**config.mk**
```make
export PLATFORM = sky130hd
export DESIGN_NAME = ififo_rd_sched_flat
export DESIGN_NICKNAME = d
export VERILOG_FILES = /design/src/rtl/ififo_rd_sched_if.sv /design/src/rtl/ififo_rd_sched.sv /design/src/flat_wrapper.sv
export SDC_FILE = /design/constraint.sdc
export NUM_CORES = 1
export LEC_CHECK = 0
export CORE_MARGIN = 5
export CORE_UTILIZATION = 58
export CTS_CLUSTER_DIAMETER = 120
export DETAILED_ROUTE_END_ITERATION = 10
export PLACE_DENSITY_LB_ADDON = 0.1
export SYNTH_ARGS = -nofsm -noshare
export SYNTH_HDL_FRONTEND = slang
export SYNTH_SLANG_ARGS = --single-unit
```
**constraint.sdc**
```tcl
create_clock -name clk -period 14.46 [get_ports clk]
set_input_delay 4.338 -clock clk [delete_from_list [all_inputs] [get_ports clk]]
set_output_delay 4.338 -clock clk [all_outputs]
set_load 0.02 [all_outputs]
```
**src/rtl/ififo_rd_sched_if.sv**
```systemverilog
// Handshake bundle between the inbound read scheduler and its producer/FIFO neighbours.
// stall_cnt is present only when IFIFO_RD_SCHED_STATS_EN is defined.
interface ififo_rd_sched_if #(
    parameter int PTR_W = 17,
    parameter int LEN_W = 18
);
    logic             enable;
    logic [PTR_W-1:0] wptr;
    logic [4:0]       b_space;
    logic             rd_en;
    logic [PTR_W-2:0] rd_addr;
    logic             b_wr;
    logic [PTR_W-1:0] rptr;
    logic             ack_clk;
    logic [LEN_W-1:0] ack_len;
    logic             idle;
`ifdef IFIFO_RD_SCHED_STATS_EN
    logic [31:0]      stall_cnt;

    modport master (
        output enable, wptr, b_space,
        input  rd_en, rd_addr, b_wr, rptr, ack_clk, ack_len, idle, stall_cnt
    );
    modport slave (
        input  enable, wptr, b_space,
        output rd_en, rd_addr, b_wr, rptr, ack_clk, ack_len, idle, stall_cnt
    );
`else
    modport master (
        output enable, wptr, b_space,
        input  rd_en, rd_addr, b_wr, rptr, ack_clk, ack_len, idle
    );
    modport slave (
        input  enable, wptr, b_space,
        output rd_en, rd_addr, b_wr, rptr, ack_clk, ack_len, idle
    );
`endif
endinterface

```
**src/rtl/ififo_rd_sched.sv**
```systemverilog
// Inbound FIFO read scheduler: bursts afifo reads into bfifo and returns consumed-word credits.
// Define IFIFO_RD_SCHED_STATS_EN to add the saturating stall_cnt output.
module ififo_rd_sched #(
    parameter int PTR_W       = 17,
    parameter int LEN_W       = 18,
    parameter int RD_LAT      = 2,
    parameter int BURST_MAX   = 16,
    parameter int ACK_THRESH  = 256,
    parameter int ACK_TIMEOUT = 1024
) (
    input  logic            clk,
    input  logic            reset,
    ififo_rd_sched_if.slave bus
);
    localparam int IFL_W = $clog2(RD_LAT + 1);
    localparam int BST_W = $clog2(BURST_MAX + 1);
    localparam int TMR_W = $clog2(ACK_TIMEOUT + 1);

    typedef enum logic [1:0] {S_IDLE, S_RUN, S_DRAIN, S_FLUSH} state_t;

    state_t           r_state, w_state_nxt;
    logic [PTR_W-1:0] r_rptr;
    logic [RD_LAT:1]  r_vld_pipe;
    logic [BST_W-1:0] r_burst;
    logic [LEN_W-1:0] r_count;
    logic [TMR_W-1:0] r_timer;
    logic             r_ack_clk;
    logic [LEN_W-1:0] r_ack_len;
    logic             r_idle;

    logic [PTR_W-1:0] w_avail;
    logic             w_has_data;
    logic [IFL_W-1:0] w_inflight;
    logic             w_credit_ok;
    logic             w_issue;
    logic             w_bwr;
    logic [LEN_W-1:0] w_count_nxt;
    logic             w_ack;

    assign w_avail    = bus.wptr - r_rptr;
    assign w_has_data = |w_avail;

    // Every stage of the latency pipe, including the b_wr stage, is a read still in flight.
    always_comb begin
        w_inflight = '0;
        for (int i = 1; i <= RD_LAT; i++)
            w_inflight = w_inflight + IFL_W'(r_vld_pipe[i]);
    end

    // credit = b_space - inflight > 0, done as an unsigned compare
    assign w_credit_ok = {3'b000, bus.b_space} > 8'(w_inflight);
    assign w_issue     = (r_state == S_RUN) && bus.enable && w_has_data && w_credit_ok &&
                         (r_burst < BST_W'(BURST_MAX));
    assign w_bwr       = r_vld_pipe[RD_LAT];
    assign w_count_nxt = r_count + LEN_W'(w_bwr);
    assign w_ack       = (w_count_nxt >= LEN_W'(ACK_THRESH)) ||
                         ((r_timer == TMR_W'(ACK_TIMEOUT)) && (r_count != '0)) ||
                         ((r_state == S_FLUSH) && (w_count_nxt != '0));

    always_comb begin
        w_state_nxt = r_state;
        unique case (r_state)
            S_IDLE: begin
                if (bus.enable && w_has_data)
                    w_state_nxt = S_RUN;
                else if (!bus.enable && ((r_count != '0) || (w_inflight != '0)))
                    w_state_nxt = S_DRAIN;
            end
            S_RUN: begin
                if (!bus.enable)
                    w_state_nxt = S_DRAIN;
                else if (!w_has_data && !w_issue)
                    w_state_nxt = S_IDLE;
            end
            S_DRAIN: if (w_inflight == '0) w_state_nxt = S_FLUSH;
            S_FLUSH: w_state_nxt = S_IDLE;
            default: w_state_nxt = S_IDLE;
        endcase
    end

    always_ff @(posedge clk or posedge reset) begin
        if (reset) begin
            r_state    <= S_IDLE;
            r_rptr     <= '0;
            r_vld_pipe <= '0;
            r_burst    <= '0;
        end else begin
            r_state       <= w_state_nxt;
            r_vld_pipe[1] <= w_issue;
            for (int i = 2; i <= RD_LAT; i++)
                r_vld_pipe[i] <= r_vld_pipe[i-1];
            if (w_issue) begin
                r_rptr  <= r_rptr + PTR_W'(1);
                r_burst <= r_burst + BST_W'(1);
            end else begin
                r_burst <= '0;
            end
        end
    end

    // Credit return: ack_len carries the count including a same-cycle b_wr.
    always_ff @(posedge clk or posedge reset) begin
        if (reset) begin
            r_count   <= '0;
            r_timer   <= '0;
            r_ack_clk <= 1'b0;
            r_ack_len <= '0;
            r_idle    <= 1'b0;
        end else begin
            r_idle <= (r_state == S_IDLE) && (w_inflight == '0) && (r_count == '0);
            if (w_ack) begin
                r_ack_len <= w_count_nxt;
                r_ack_clk <= ~r_ack_clk;
                r_count   <= '0;
            end else begin
                r_count   <= w_count_nxt;
            end
            if (w_ack || w_bwr)
                r_timer <= '0;
            else if (r_count != '0)
                r_timer <= r_timer + TMR_W'(1);
        end
    end

    assign bus.rd_en   = w_issue;
    assign bus.rd_addr = r_rptr[PTR_W-2:0];
    assign bus.b_wr    = w_bwr;
    assign bus.rptr    = r_rptr;
    assign bus.ack_clk = r_ack_clk;
    assign bus.ack_len = r_ack_len;
    assign bus.idle    = r_idle;

`ifdef IFIFO_RD_SCHED_STATS_EN
    logic [31:0] r_stall_cnt;

    always_ff @(posedge clk or posedge reset) begin
        if (reset)
            r_stall_cnt <= '0;
        else if ((r_state == S_RUN) && w_has_data && !w_credit_ok && (r_stall_cnt != '1))
            r_stall_cnt <= r_stall_cnt + 32'd1;
    end

    assign bus.stall_cnt = r_stall_cnt;
`endif

endmodule
```
**src/flat_wrapper.sv**
```systemverilog
// flat-port wrapper written by rule: the top's interface ports become plain ports
module ififo_rd_sched_flat 
#(
    parameter int PTR_W       = 17,
    parameter int LEN_W       = 18,
    parameter int RD_LAT      = 2,
    parameter int BURST_MAX   = 16,
    parameter int ACK_THRESH  = 256,
    parameter int ACK_TIMEOUT = 1024
)
  (clk, reset, bus_enable, bus_wptr, bus_b_space, bus_rd_en, bus_rd_addr, bus_b_wr, bus_rptr, bus_ack_clk, bus_ack_len, bus_idle);
  ififo_rd_sched_if #(.PTR_W(PTR_W), .LEN_W(LEN_W)) bus_i ();
  input  logic clk;
  input  logic reset;
  input wire logic [$bits(bus_i.enable)-1:0] bus_enable;
  input wire logic [$bits(bus_i.wptr)-1:0] bus_wptr;
  input wire logic [$bits(bus_i.b_space)-1:0] bus_b_space;
  output wire logic [$bits(bus_i.rd_en)-1:0] bus_rd_en;
  output wire logic [$bits(bus_i.rd_addr)-1:0] bus_rd_addr;
  output wire logic [$bits(bus_i.b_wr)-1:0] bus_b_wr;
  output wire logic [$bits(bus_i.rptr)-1:0] bus_rptr;
  output wire logic [$bits(bus_i.ack_clk)-1:0] bus_ack_clk;
  output wire logic [$bits(bus_i.ack_len)-1:0] bus_ack_len;
  output wire logic [$bits(bus_i.idle)-1:0] bus_idle;
  assign bus_i.enable = bus_enable;
  assign bus_i.wptr = bus_wptr;
  assign bus_i.b_space = bus_b_space;
  assign bus_rd_en = bus_i.rd_en;
  assign bus_rd_addr = bus_i.rd_addr;
  assign bus_b_wr = bus_i.b_wr;
  assign bus_rptr = bus_i.rptr;
  assign bus_ack_clk = bus_i.ack_clk;
  assign bus_ack_len = bus_i.ack_len;
  assign bus_idle = bus_i.idle;
  ififo_rd_sched #(.PTR_W(PTR_W), .LEN_W(LEN_W), .RD_LAT(RD_LAT), .BURST_MAX(BURST_MAX), .ACK_THRESH(ACK_THRESH), .ACK_TIMEOUT(ACK_TIMEOUT)) u_core (.clk(clk), .reset(reset), .bus(bus_i));
endmodule
```
==> flow_summary.json <==
{
  "path_class": "primary input to output pin",
  "r2r-start": "u_core.r_vld_pipe[2]$_DFF_PP0_",
  "fill_cells": 627,
  "gp_congestion": 0.940,
  "layout_commonest_cell": "clkdlybuf4s50_1",
  "clk_latency_ns": 0.34,
  "grt_max_degree": 76,
  "cp-end-kind": "output pin",
  "r2r_slack_ns": 10.54,
  "cts_sinks": 75,
  "relSlewSlack": 0.397,
  "period_needed_ns": 12.15,
  "fin_nets": 614,
  "htree_levels": 3,
  "antenna_cells": 0,
  "worstHoldStart": "u_core.r_vld_pipe[1]$_DFF_PP0_",
  "ys_types": 61,
  "syn-cell-area_mm2": 0.00473,
  "die_w_um": 100,
  "port_buffers": 79,
  "cp_cell_sequence": "clkdlybuf4s50_1, ha_1, o21ai_1, a21oi_2, or3_1, a2111oi_2, nand4_1, nor4_4, nand4_4, nand2_4, inv_1, clkdlybuf4s50_1",
  "syn_inst": 496,
  "use_met3": 0.0396,
  "cts_root_buffer": "clkbuf_8",
  "critPathSlowestCell": "clkdlybuf4s50_1",
  "fin_setup_tns_ns": 0,
  "synth_edf_count": 0,
  "power_mw": 0.567,
  "ctsLongestPathBuffers": 2,
  "pin_count": 80,
  "wire_per_inst_um": 15.6,
  "crit_family": "simple AND/OR/NAND/NOR gates",
  "cts_buffers": 9,
  "clock_skew_ns": 0.0135,
  "post_cts_resized": 0,
  "post-route-util": 0.700,
  "start_util": 0.584,
  "hold_buffers": 0,
  "crit_arrival_ns": 7.81,
  "layout-drive-gt1-share": 0.0757,
  "clk_pin_slew_worst_paths_ns": 0.08,
  "grt_pass1_vias": 3750,
  "yosysWarnings": 0,
  "powerDensity_mw_per_mm2": 100,
  "async_flop_share": 1.00,
  "top_usage_layer": "met2",
  "path_common_cell": "clkdlybuf4s50_1",
  "first_iter_violations": 230,
  "cts_tree": "built",
  "groute.usage.overall": 0.217,
  "final_cell_mix": "79 x clkdlybuf4s50_1, 75 x dfrtp_1, 41 x inv_1",
  "first_pass_iters": 5,
  "grt_first_pass_wirelength_mm": 17.8,
  "row_count": 33,
  "setup_viol": 0,
  "avgViaCountPerCell": 5.59,
  "max_freq_mhz": 82.3,
  "timing.rr.end": "u_core.bus.ack_len[2]$_DFFE_PP0P_",
  "postCtsSetupBuffers": 0,
  "worst-path-buf-inv": 3,
  "hpwl_mm": 7.99,
  "status": "finished, final reports clean",
  "num_vias": 3762,
  "ys_seq_area_frac": 0.397,
  "coreArea_mm2": 0.00809,
  "syn_area_per_cell_um2": 9.53,
  "cap_viol_max_count": 0,
  "tightest_slew_ns": 0.905,
  "wirelength_mm": 10.5,
  "met1_usage": 0.303,
  "p_leak_nw": 2.35,
  "rsz0062_at_grt": "false",
  "ir_worst_vdd_mv": 0.122,
  "max_stage_delay_ns": 0.54,
  "crit_cells": 12,
  "die_area_mm2": 0.0101,
  "die_h_um": 100,
  "ys_ff_latch": 75,
  "route.detailed.drc": 0,
  "hold_depth": 0,
  "layout-area-overhead-vs-synth_pct": 19.8,
  "hold_viol_final": 0,
  "gr-usage-met2": 0.345,
  "reg2regPathDepth": 10,
  "cp.required_ns": 10.12,
  "fin_crit_sh": 0.840,
  "worstPathMaxFanout": 18,
  "antenna_found_initial": 0,
  "ant_nets": 0,
  "min_to": "u_core.r_vld_pipe[2]$_DFF_PP0_",
  "synthFlopType": "dfrtp_1",
  "hp-class": "flop to flop",
  "overflow": 0,
  "slew_violations": 0,
  "startpoint_type": "primary input"
}
kinds of logic after synthesis:
kind of cell | share of synthesized area
other | 0.000793
muxes | 0.0212
AOI/OAI and AO/OA | 0.110
and+or+nand+nor | 0.219
xor gates and xnor gates | 0.100
buffers and inverters | 0.0826
adders and majority gates | 0.0688
DFF | 0.397
cell type report:
| cell class | instances | area [um2] | share of cell area |
|---|---|---|---|
| repair buffers | 81 | 806 | 0.142 |
| well taps | 105 | 131 | 0.0232 |
| clock inverters | 6 | 70.1 | 0.0124 |
| multi-input cells | 354 | 2490 | 0.440 |
| inverters | 42 | 158 | 0.0278 |
| flip-flops and latches | 75 | 1880 | 0.331 |
| clock buffers | 10 | 128 | 0.0225 |
cell usage after synthesis (5+ instances only):
| cell | n | share of area |
|---|---|---|
| dfrtp_1 | 75 | 0.40 |
| inv_1 | 42 | 0.033 |
| xnor2_1 | 30 | 0.056 |
| nor2_1 | 27 | 0.021 |
| ha_1 | 26 | 0.069 |
| xor2_1 | 24 | 0.044 |
| nand3_1 | 23 | 0.024 |
| nand2_1 | 22 | 0.017 |
| a21oi_1 | 20 | 0.021 |
| o21ai_0 | 20 | 0.021 |
| and3_1 | 17 | 0.022 |
| nand4_1 | 17 | 0.022 |
| nor3_1 | 17 | 0.018 |
| buf_4 | 16 | 0.025 |
| mux2_1 | 8 | 0.019 |
| nand3_2 | 8 | 0.017 |
| nor2b_1 | 8 | 0.011 |
| nor4_1 | 8 | 0.011 |
| clkbuf_1 | 6 | 0.0048 |
| nand2b_1 | 6 | 0.0079 |
| nor3_2 | 6 | 0.013 |
| buf_2 | 5 | 0.0053 |
| buf_6 | 5 | 0.012 |
| o211ai_1 | 5 | 0.0079 |
per-stage QoR:
| step | cells | setup WS (ns) | cell area [um2] | hold WS [ns] |
|---|---|---|---|---|
| floorplan | 505 | 3.62 | 4760 | 0.378 |
| global placement | 657 | 2.36 | 5470 | 0.429 |
| detailed placement | 657 | 2.30 | 5470 | 0.421 |
| CTS | 673 | 2.29 | 5660 | 0.446 |
| global route | 673 | 2.10 | 5660 | 0.459 |
| finish | 673 | 2.31 | 5660 | 0.449 |
routing by layer:
layer  routed length [um]  vias up
li1                     -     1852
met1                 4860     1767
met2                 4870      125
met3                  551       18
met4                  183        0
met5                    0        -
worst register-to-register path, cell delays in order (launching register included):
cell	delay (ns)
dfrtp_1	0.76
ha_1	0.32
nand3_1	0.23
nor4_2	0.52
and4_1	0.29
nand2_1	0.07
xor2_1	0.16
nand4_1	0.11
nand2b_1	0.61
buf_4	0.40
mux2_1	0.37
registers in the layout (all words and copies together) (netlist names):
register,flops
u_core.r_count,18
u_core.r_state,2
u_core.bus.idle,1
u_core.r_burst,5
u_core.bus.ack_len,18
u_core.r_vld_pipe,2
u_core.bus.rptr,17
u_core.r_timer,11
u_core.bus.ack_clk,1
power by group:
part           leakage (nW)  internal (mW)  switching, mW  total (mW)
logic                  1.26         0.0707         0.0884       0.159
clock network         0.102         0.0818         0.0808       0.163
registers             0.985          0.224         0.0214       0.245
worst max-delay path by stage:
stage                            from         to  slack (ns)
after floorplan           bus_wptr[2]  bus_rd_en        3.62
after global placement    bus_wptr[2]  bus_rd_en        2.36
after detailed placement  bus_wptr[2]  bus_rd_en        2.30
after CTS                 bus_wptr[2]  bus_rd_en        2.29
after global routing      bus_wptr[1]  bus_rd_en        2.10
final                     bus_wptr[2]  bus_rd_en        2.31
No activity file was read; power rests on OpenSTA's default activity.
